<file path="src/rtl/fir_coef_loader.sv">
// Runtime coefficient loader: serial beats fill a shadow bank, which is committed
// atomically to the active bank, then filter output-valid is masked for one pipeline flush.
module fir_coef_loader #(
    parameter int unsigned FILT_DEPTH   = 64,
    parameter int unsigned COEF_WIDTH   = 16,
    parameter int unsigned FLUSH_CYCLES = FILT_DEPTH + 6
) (
    input  logic                                  clk_main,
    input  logic                                  rst_n,
    input  logic [COEF_WIDTH-1:0]                 coef_in,
    input  logic                                  coef_vld,
    input  logic                                  coef_last,
    output logic                                  coef_rdy,
    output logic [(FILT_DEPTH/2)*COEF_WIDTH-1:0]  coefs_out,
    output logic                                  coef_swap,
    input  logic                                  outdata_vld_in,
    output logic                                  outdata_vld_out,
    output logic                                  busy,
    output logic                                  load_err
);

    localparam int unsigned N       = FILT_DEPTH / 2;
    localparam int unsigned CNT_W   = (N > 1) ? $clog2(N) : 1;
    localparam int unsigned FLUSH_W = $clog2(FLUSH_CYCLES + 1);
    localparam int unsigned BANK_W  = N * COEF_WIDTH;

    localparam logic [2:0] ST_IDLE    = 3'd0;
    localparam logic [2:0] ST_LOAD    = 3'd1;
    localparam logic [2:0] ST_DISCARD = 3'd2;
    localparam logic [2:0] ST_COMMIT  = 3'd3;
    localparam logic [2:0] ST_FLUSH   = 3'd4;

    logic [2:0]         state, state_d;
    logic [CNT_W-1:0]   cnt, cnt_d;
    logic [FLUSH_W-1:0] flush_cnt, flush_d;
    logic               err_d, swap_d, rdy_d, busy_d;
    logic               shadow_we, bank_load;
    logic [CNT_W-1:0]   shadow_idx;
    logic [BANK_W-1:0]  shadow;
    logic               accept;

    assign accept = coef_vld & coef_rdy;

    // Next-state and registered-output decode
    always_comb begin
        state_d    = state;
        cnt_d      = cnt;
        flush_d    = flush_cnt;
        err_d      = 1'b0;
        swap_d     = 1'b0;
        shadow_we  = 1'b0;
        shadow_idx = cnt;
        bank_load  = 1'b0;
        case (state)
            ST_IDLE: begin
                if (accept) begin
                    shadow_we  = 1'b1;
                    shadow_idx = '0;
                    cnt_d      = CNT_W'(1);
                    if (coef_last) err_d = 1'b1;
                    else           state_d = ST_LOAD;
                end
            end
            ST_LOAD: begin
                if (accept) begin
                    shadow_we = 1'b1;
                    if (cnt == CNT_W'(N - 1)) begin
                        cnt_d = '0;
                        if (coef_last) begin
                            state_d = ST_COMMIT;
                        end else begin
                            err_d   = 1'b1;
                            state_d = ST_DISCARD;
                        end
                    end else if (coef_last) begin
                        cnt_d   = '0;
                        err_d   = 1'b1;
                        state_d = ST_IDLE;
                    end else begin
                        cnt_d = cnt + CNT_W'(1);
                    end
                end
            end
            ST_DISCARD: begin
                if (accept && coef_last) state_d = ST_IDLE;
            end
            ST_COMMIT: begin
                bank_load = 1'b1;
                swap_d    = 1'b1;
                flush_d   = FLUSH_W'(FLUSH_CYCLES);
                state_d   = ST_FLUSH;
            end
            ST_FLUSH: begin
                if (flush_cnt <= FLUSH_W'(1)) begin
                    flush_d = '0;
                    state_d = ST_IDLE;
                end else begin
                    flush_d = flush_cnt - FLUSH_W'(1);
                end
            end
            default: state_d = ST_IDLE;
        endcase
        rdy_d  = (state_d == ST_IDLE) || (state_d == ST_LOAD) || (state_d == ST_DISCARD);
        busy_d = (state_d != ST_IDLE);
    end

    // Control state; coef_rdy is held low through reset and rises one cycle after release
    always_ff @(posedge clk_main) begin
        if (!rst_n) begin
            state     <= ST_IDLE;
            cnt       <= '0;
            flush_cnt <= '0;
            load_err  <= 1'b0;
            coef_swap <= 1'b0;
            coef_rdy  <= 1'b0;
            busy      <= 1'b0;
            coefs_out <= '0;
        end else begin
            state     <= state_d;
            cnt       <= cnt_d;
            flush_cnt <= flush_d;
            load_err  <= err_d;
            coef_swap <= swap_d;
            coef_rdy  <= rdy_d;
            busy      <= busy_d;
            if (bank_load) coefs_out <= shadow;
        end
    end

    // Shadow bank: contents are meaningless until a well-formed load completes
    always_ff @(posedge clk_main) begin
        for (int h = 0; h < int'(N); h++) begin
            if (shadow_we && shadow_idx == CNT_W'(h))
                shadow[h*COEF_WIDTH +: COEF_WIDTH] <= coef_in;
        end
    end

    assign outdata_vld_out = outdata_vld_in & ~((state == ST_COMMIT) | (state == ST_FLUSH));

endmodule

</file>
<file path="config.mk">
export PLATFORM = sky130hd
export DESIGN_NAME = fir_coef_loader
export DESIGN_NICKNAME = d
export VERILOG_FILES = /design/src/rtl/fir_coef_loader.sv
export SDC_FILE = /design/constraint.sdc
export NUM_CORES = 1
export LEC_CHECK = 0
export BUFFER_PORTS_ARGS = -buffer_cell sky130_fd_sc_hd__buf_2
export CORE_UTILIZATION = 50
export DETAILED_ROUTE_END_ITERATION = 7
export GPL_TIMING_DRIVEN = 0
export PLACE_DENSITY_LB_ADDON = 0.12
export SLEW_MARGIN = 5
export SYNTH_ARGS = -nofsm -noshare
export SYNTH_HDL_FRONTEND = slang
export SYNTH_SLANG_ARGS = --single-unit
</file>
<file path="constraint.sdc">
create_clock -name clk_main -period 2.6 [get_ports clk_main]
set_input_delay 0.52 -clock clk_main [delete_from_list [all_inputs] [get_ports clk_main]]
set_output_delay 0.52 -clock clk_main [all_outputs]
set_load 0.005 [all_outputs]
</file>
Word-level counts from Yosys, hierarchy flattened:

Index checks and enable logic that the tools add are counted.

* add/sub/neg operators: 2
* $lt $le $gt $ge: 1
* eq/ne operators: 40
* muxes and demuxes: 27
* bitwise operators: 4
* reductions and logical operators: 43

Operators with widths (number)
* 5-bit == test, second input constant: 17
* 5-bit by 4-bit == test with 1-bit output, second input constant: 8
* 1-bit logical AND: 33
* 5-bit 2-to-1 mux: 6
* 3-bit 2-to-1 mux: 7
* 5-bit by 3-bit == test with 1-bit output, second input constant: 4
* 3-bit case mux with 5 select lines: 1
* 7-bit case mux with 2 select lines: 1
* 5-bit by 2-bit == test with 1-bit output, second input constant: 2
* 5-bit case mux with 2 select lines: 1
* 3-bit by 2-bit == test with 1-bit output, second input constant: 3
* 1-bit 2-to-1 mux: 9
* 7-bit by 1-bit less-or-equal comparator with 1-bit output, second input constant: 1
* 7-bit 2-to-1 mux: 1
* 7-bit by 1-bit subtractor with 7-bit output, second input constant: 1
* 3-bit by 1-bit == test with 1-bit output, second input constant: 2
* 3-bit logical NOT: 2
* 5-bit by 1-bit adder with 5-bit output, second input constant: 1
* 5-bit by 1-bit == test with 1-bit output, second input constant: 1
* 5-bit logical NOT: 1
* 2-bit inequality test, second input constant: 2
* 2-bit nonzero test: 2
* 3-bit == test, second input constant: 1
* 3-bit AND reduction: 1
* 7 further kinds: 9

* register bits: 1043
* bits of input ports: 21
* output and inout bits: 517
* word-level logic and storage cells: 157

Logic depth before layout (Yosys ltp):

Gate-level depths: netlist of run 1.

* word-level depth: 7
* depth in mapped cells: 7
* gate-level depth less buffers: 7

Worst setup path after synthesis of run 1:

Ideal clock, no wire load.

* path kind: in2reg
* start point: input port coef_vld
* end point: register shadow[192] (enable)
* library setup time: 0.388 ns
* data arrival time: 2.040 ns
* required time: 2.212 ns
* setup slack: 0.172 ns
* stages: 5
* path buffers: 1
* cells stage by stage: nor4bb_1 > clkbuf_1 > and2_1 > nand4b_1 > nor2_1

* cells in the longest elaborated chain, start to end: 5
* elaborated cells between the ends (all ways): 7
* those cells by class: 1 x eq/ne; 4 x mux; 1 x bitwise; 1 x reduce/logical

Ends and longest elaborated chain
* from (decl): RTL line 11 `input logic coef_vld,`
* 1-bit bitwise AND *: RTL line 42 `assign accept = coef_vld & coef_rdy;`
* 5-bit 2-to-1 mux: RTL line 56 `if (accept) begin`
* 5-bit 2-to-1 mux: RTL line 54 `case (state)`
* 5-bit by 4-bit == test with 1-bit output: RTL line 133 `if (shadow_we && shadow_idx == CNT_W'(h))`
* 1-bit logical AND *: RTL line 133
* to (signal, indexed assignment): RTL line 134 `shadow[h*COEF_WIDTH +: COEF_WIDTH] <= coef_in;`
* to (decl): RTL line 39 `logic [BANK_W-1:0] shadow;`

Mark *: on every way between the ends. The rest lies on a longest branch, timed or not.
A chain may end at the register's enable or synchronous reset.

Worst setup path in the final report of run 1:

* start point: register coef_rdy
* end point: register shadow[368] (enable)

* cells in the longest elaborated chain, start to end: 5
* elaborated cells between the ends (all ways): 7
* those cells by class: 1 x eq/ne; 4 x mux; 1 x bitwise; 1 x reduce/logical

Ends and longest elaborated chain
* from (decl): RTL line 13 `output logic coef_rdy,`
* from (signal assigned): RTL line 124 `coef_rdy <= rdy_d;`
* 1-bit bitwise AND *: RTL line 42
* 5-bit 2-to-1 mux: RTL line 56
* 5-bit 2-to-1 mux: RTL line 54
* 5-bit == test: RTL line 133
* 1-bit logical AND *: RTL line 133

Marked as above.

==> results of run 1 <==
==> repair_timing <==
action / 4_1_cts / 5_1_grt
buffers inserted: 24 / 13
resized for setup: 61 / 6
pin swaps: 16 / 11
endpoints found under the setup margin: 913 / 350
hold buffers: 0 / 0
==> cells by family after synthesis <==
group           share of synthesized area
mux                              0.000294
fa+ha+maj                         0.00147
buf+inv                            0.0234
xor+xnor                         0.000773
flops                               0.765
simple gates                        0.127
compound gates                     0.0820
==> metrics by stage <==
step | area, sq um | utilization | std cells | hold WS, ps
floorplan | 34000 | - | 2892 | 453
global placement | 37800 | 0.562 | 4302 | 440
detailed placement | 37800 | 0.562 | 4303 | 443
CTS | 42000 | 0.624 | 4521 | 143
global route | 42200 | 0.627 | 4534 | 183
finish | 42200 | 0.627 | 4537 | 179
==> power by group through the flow <==
stage               clock [uW]  combinational [uW]  sequential (uW)
detailed placement           0                 525            17600
finish                   15500                 542            17200
CTS                      15600                 546            17200
global placement             0                 517            17600
floorplan                    0                 145            17600
global route             16300                 567            17200
==> critical path, stage by stage, from the launching register on <==
cell	delay, ps
dfxtp_1	460
nor4bb_1	300
clkbuf_2	230
and2_1	230
nand4b_1	490
nor2_4	290
buf_12	180
==> placed cells by master (no fill, tap or decap), types with 4 or more instances in the layout <==
cell and count:
ha_1 4, nor3_1 4, nand2_1 1037, dfxtp_1 531, clkinvlp_4 7, bufinv_16 7, edfxtp_1 512, nand4_1 4
clkbuf_8 25, buf_12 21, clkbuf_1 136, nor2_2 4, a211oi_1 4, clkbuf_16 112, buf_4 17, clkinv_2 18
clkinv_1 10, buf_2 587, nor2_1 9, nand4b_1 4, nand3b_1 4, nor2_4 30, a21oi_1 519
==> routing by layer <==
| metal | vias up | routed length [um] | track usage |
|---|---|---|---|
| li1 | 11200 | - | - |
| met1 | 11700 | 38200 | 0.349 |
| met2 | 897 | 48400 | 0.469 |
| met3 | 162 | 8420 | 0.0665 |
| met4 | 2 | 2820 | 0.0943 |
| met5 | - | 13 | 0 |
==> registers in the layout, summed over array words and instances (netlist names) <==
signal / flops
coefs_out: 512
shadow: 512
flush_cnt: 7
cnt: 5
state: 3
busy: 1
coef_rdy: 1
coef_swap: 1
load_err: 1
==> final timing paths <==
path / start / end / slack, ps
setup / recovery: coef_rdy / shadow[368] / 120
hold reg to reg: coefs_out[349] / coefs_out[349] / 450
hold / removal: coef_vld / state[0] / 180
setup reg to reg: coef_rdy / shadow[368] / 120
==> final cells by class <==
cell class              count  area (sq um)  area share
plain buffers             179           777      0.0184
flip-flops and latches   1043         26000       0.616
multi-input cells        1664          7440       0.176
repair buffers            575          3240      0.0767
clock inverters            50           488      0.0116
clock buffers             146          3140      0.0744
diodes                      3          7.51    0.000178
inverters                   4          15.0    0.000356
well taps                 873          1090      0.0259
==> flow_summary.json, run 1 <==
{
  "swShare": 0.205,
  "antenna_found_initial": 7,
  "critPathRequiredTime_ps": 2950,
  "avgSynthCellArea_sq_um": 11.8,
  "gp_congestion": 0.845,
  "drt-initial-drc-count": 1805,
  "numCtsBuffers": 104,
  "setup_viol": 0,
  "switchingPower_uw": 6800,
  "drv_slew": 0,
  "n_fill_cell": 5277,
  "cts_sinks": 1043,
  "reg2reg_depth": 6,
  "cts_root_buf": "clkbuf_16",
  "synthTopCellsByCount": "nand2_1 (1037), dfxtp_1 (531), a21oi_1 (519), edfxtp_1 (512), clkbuf_1 (126)",
  "tightest_slew_ps": 1370,
  "crit_arrival_ps": 2840,
  "critPathCaptureType": "register",
  "yosysSeqAreaShare": 0.765,
  "htree_levels": 3,
  "hold_viol": 0,
  "startpoint_type": "register",
  "synth_cell_type_count": 48,
  "maxCapViolCount": 0,
  "wl_per_cell_um": 21.6,
  "synth_ff_type": "dfxtp_1",
  "grt_pass1_vias": 23200,
  "antenna_left": 0,
  "grt_first_pass_wirelength_um": 143000,
  "drc": 0,
  "status": "finished clean",
  "finalSetupTns_ps": 0,
  "worstHoldPathType": "primary input to register",
  "powerDensity_nw_per_um2": 788,
  "syn_inst": 2892,
  "wl_um": 97800,
  "start_util": 0.505,
  "synth-edff-count": 512,
  "p_clk_frac": 0.465,
  "port_buffers": 537,
  "die_h_um": 263,
  "dieArea_sq_um": 69100,
  "gr-total-overflow": 0,
  "synth_nets": 2917,
  "max_freq_mhz": 403,
  "relSlewSlack": 0.0876,
  "fin_ws_ps": 119,
  "finalPower_uw": 33300,
  "vias": 23900,
  "leakage_uw": 0.0156,
  "power_frac_comb": 0.016,
  "die_w_um": 263,
  "cts_tree": "yes",
  "hpwl_um": 60700,
  "power_frac_seq": 0.519,
  "viasPerCell": 5.27,
  "yosys_warnings": 0,
  "period_needed_ps": 2480,
  "grt_start_max_net_pins": 33,
  "clock_latency_ps": 650,
  "core-area_sq_um": 67300,
  "first_pass_iters": 5,
  "peakVddDrop_uv": 522,
  "netlist.area_leader.share": 0.452,
  "clkSlewWorstSetupHoldPaths_ps": 60,
  "grt_util_all_layers": 0.277,
  "area_growth_pct": 24.1,
  "synth_top_area_cell": "edfxtp_1",
  "rsz0062_at_grt": "false",
  "io_pins": 538,
  "syn_area_sq_um": 34000,
  "hold_depth": 2,
  "ys_async_sr_fraction": 0,
  "synth_area_leaders": "edfxtp_1 (45%), dfxtp_1 (31%), nand2_1 (11%)",
  "yosysMostFrequentCell": "nand2_1",
  "drive_gt1_frac": 0.232,
  "worstSetupPathType": "register to register",
  "path_max_fanout": 16,
  "yosys_register_bits": 1043,
  "place_ws_ps": -1040,
  "period_share": 0.954,
  "fin_skew_ps": 17.5,
  "row_count": 95,
  "nets": 3596,
  "cts_buffer_depth": 3,
  "p_int_uw": 26500
}
No activity file was read; power rests on OpenSTA's default activity.
==> run 2: changes to the inputs <==
Settings changed: ABC_AREA set to 1.
==> flow_summary.json, run 2 <==
{
  "status": "finished clean",
  "yosysSeqAreaShare": 0.764,
  "path_cells": "inv_2, nand3_2, buf_4, nand2_1, nor2_1, buf_2",
  "reg2reg_slack_ps": 210,
  "grt_util_all_layers": 0.271,
  "fin_skew_ps": 16.0,
  "viasPerCell": 5.15,
  "synth_nets": 2972,
  "wl_met3_um": 6620,
  "powerDensity_nw_per_um2": 792,
  "worstSetupPathType": "register to primary output",
  "max_freq_mhz": 411,
  "dr_wl_met2_um": 46900,
  "wl_per_cell_um": 20.8,
  "mostFrequentLayoutCells": "nor2_1 (1048), buf_2 (629), dfxtp_1 (531)",
  "peakVddDrop_uv": 639,
  "yosys_warnings": 0,
  "drt-initial-drc-count": 1715,
  "syn_inst": 2947,
  "yosysMostFrequentCell": "nor2_1",
  "met1_length_um": 37800,
  "period_needed_ps": 2440,
  "holdWs_ps": 332,
  "avgSynthCellArea_sq_um": 11.6,
  "synth-edff-count": 512,
  "period_share": 0.937,
  "io_pins": 538,
  "drive_gt1_frac": 0.232,
  "cts_root_buf": "clkbuf_16",
  "nets": 3628,
  "mostFrequentLayoutCell": "nor2_1",
  "drc": 0,
  "htree_levels": 3,
  "clkSlewWorstSetupHoldPaths_ps": 70,
  "port_buffers": 536,
  "synth_ff_type": "dfxtp_1",
  "crit_arrival_ps": 1920,
  "yosys_register_bits": 1043,
  "cts_tree": "yes",
  "rsz0062_at_grt": "false",
  "startpoint_type": "register",
  "slowest_stage": "dfxtp_1",
  "synth_top_area_cell": "edfxtp_1",
  "grt_start_max_net_pins": 33,
  "start_util": 0.506,
  "synthTopCellsByCount": "nor2_1 (1074), dfxtp_1 (531), edfxtp_1 (512), o21ai_1 (350), o21ai_0 (169)",
  "numCtsBuffers": 101,
  "area_growth_pct": 22.7,
  "netlist.area_leader.share": 0.451,
  "path_max_fanout": 10,
  "synth_cell_type_count": 25,
  "dieArea_sq_um": 69200,
  "vias": 23500,
  "relSlewSlack": 0.0706,
  "gr-total-overflow": 0,
  "ys_async_sr_fraction": 0,
  "first_pass_iters": 6,
  "critPathRequiredTime_ps": 2080,
  "highest_layer": "met5",
  "cts_buffer_depth": 3,
  "tightest_slew_ps": 1390,
  "die_w_um": 263,
  "leakage_uw": 0.0163,
  "maxCapViolCount": 0,
  "grt_first_pass_wirelength_um": 139000,
  "drv_slew": 0,
  "antenna_found_initial": 3,
  "core-area_sq_um": 67300,
  "row_count": 95,
  "hpwl_um": 60900,
  "post-route-util": 0.621,
  "gp_congestion": 0.861,
  "finalPower_uw": 33100,
  "critPathCaptureType": "primary output",
  "setup_viol": 0,
  "grt_pass1_vias": 22800,
  "cpPeakStageDelay_ps": 380,
  "hold_viol": 0,
  "antenna_left": 0,
  "die_h_um": 263,
  "cts_sinks": 1043,
  "synth_area_leaders": "edfxtp_1 (45%), dfxtp_1 (31%), nor2_1 (12%)",
  "reg_top3": "coefs_out (512), shadow (512), flush_cnt (7)",
  "clock_latency_ps": 650,
  "syn_area_sq_um": 34100,
  "wl_um": 94900,
  "worstHoldPathType": "primary input to register"
}
[run 2: cell types whose count changed after synthesis, sizes merged, moves of 7 or more]
cell	previous run	this run
buf	51	99
clkbuf	130	74
inv	4	30
nand2	1037	65
a21oi	520	10
o21ai	3	519
nor2	43	1075
nand3	3	10
[run 2: final cells by class]
| type | count | area, sq um |
|---|---|---|
| Antenna cell | 3 | 7.51 |
| Buffer | 173 | 785 |
| Sequential cell | 1043 | 26000 |
| Clock inverter | 49 | 577 |
| Multi-Input combinational cell | 1701 | 7340 |
| Inverter | 30 | 113 |
| Fill cell | 5458 | 25500 |
| Tap cell | 873 | 1090 |
| Timing Repair Buffer | 553 | 2930 |
| Clock buffer | 143 | 2940 |
[run 2: cells by family after synthesis]
| kind of cell | Yosys count | share of synthesized area |
|---|---|---|
| compound gates | 531 | 0.0782 |
| xor+xnor | 2 | 0.000514 |
| fa+ha+maj | 4 | 0.00147 |
| buf+inv | 203 | 0.0263 |
| flops | 1043 | 0.764 |
| simple gates | 1164 | 0.130 |
[run 2: where the power goes]
part           switching, uW  total, uW  leakage, uW  internal (uW)
clock                   6190      15100      0.00174           8940
sequential              7.93      17300      0.00888          17200
combinational            566        706      0.00573            140
total                   6770      33100       0.0163          26300
[run 2: routing by layer]
layer | vias up | global-route usage
met3 | 176 | 0.0465
li1 | 11300 | -
met2 | 803 | 0.461
met4 | 2 | 0.115
met1 | 11300 | 0.343
met5 | - | 0
[run 2: per-stage QoR]
step	cells	cell area (sq um)	TNS [ps]	setup WS (ps)
6_report	4568	41800	0	165
5_1_grt	4565	41800	0	22.1
4_1_cts	4564	41700	0	23.2
3_5_place_dp	4372	38100	-84300	-595
3_3_place_gp	4356	37800	-256980	-1340
2_1_floorplan	2947	34100	-7100	-113
[run 2: worst max-delay path, delay by kind of cell, from the launching register on]
kind,cells,cell delay (ps)
buffers and inverters,3,460
and+or+nand+nor,3,430
DFF,1,380
[run 2: worst paths after layout]
| kind | cells after the start | endpoint | startpoint |
|---|---|---|---|
| worst min-delay path | 4 | load_err | coef_last |
| worst max register to register | 8 | shadow[65] | state[1] |
| worst min register to register | 2 | coefs_out[499] | coefs_out[499] |
| worst max-delay path | 6 | outdata_vld_out | state[2] |
[run 2: what timing repair did]
action | 4_1_cts | 5_1_grt
gates cloned | 0 | 0
setup endpoints to repair | 129 | 231
pin swaps | 0 | 1
gates resized for setup | 9 | 14
hold buffers | 0 | 0
setup buffers | 0 | 1
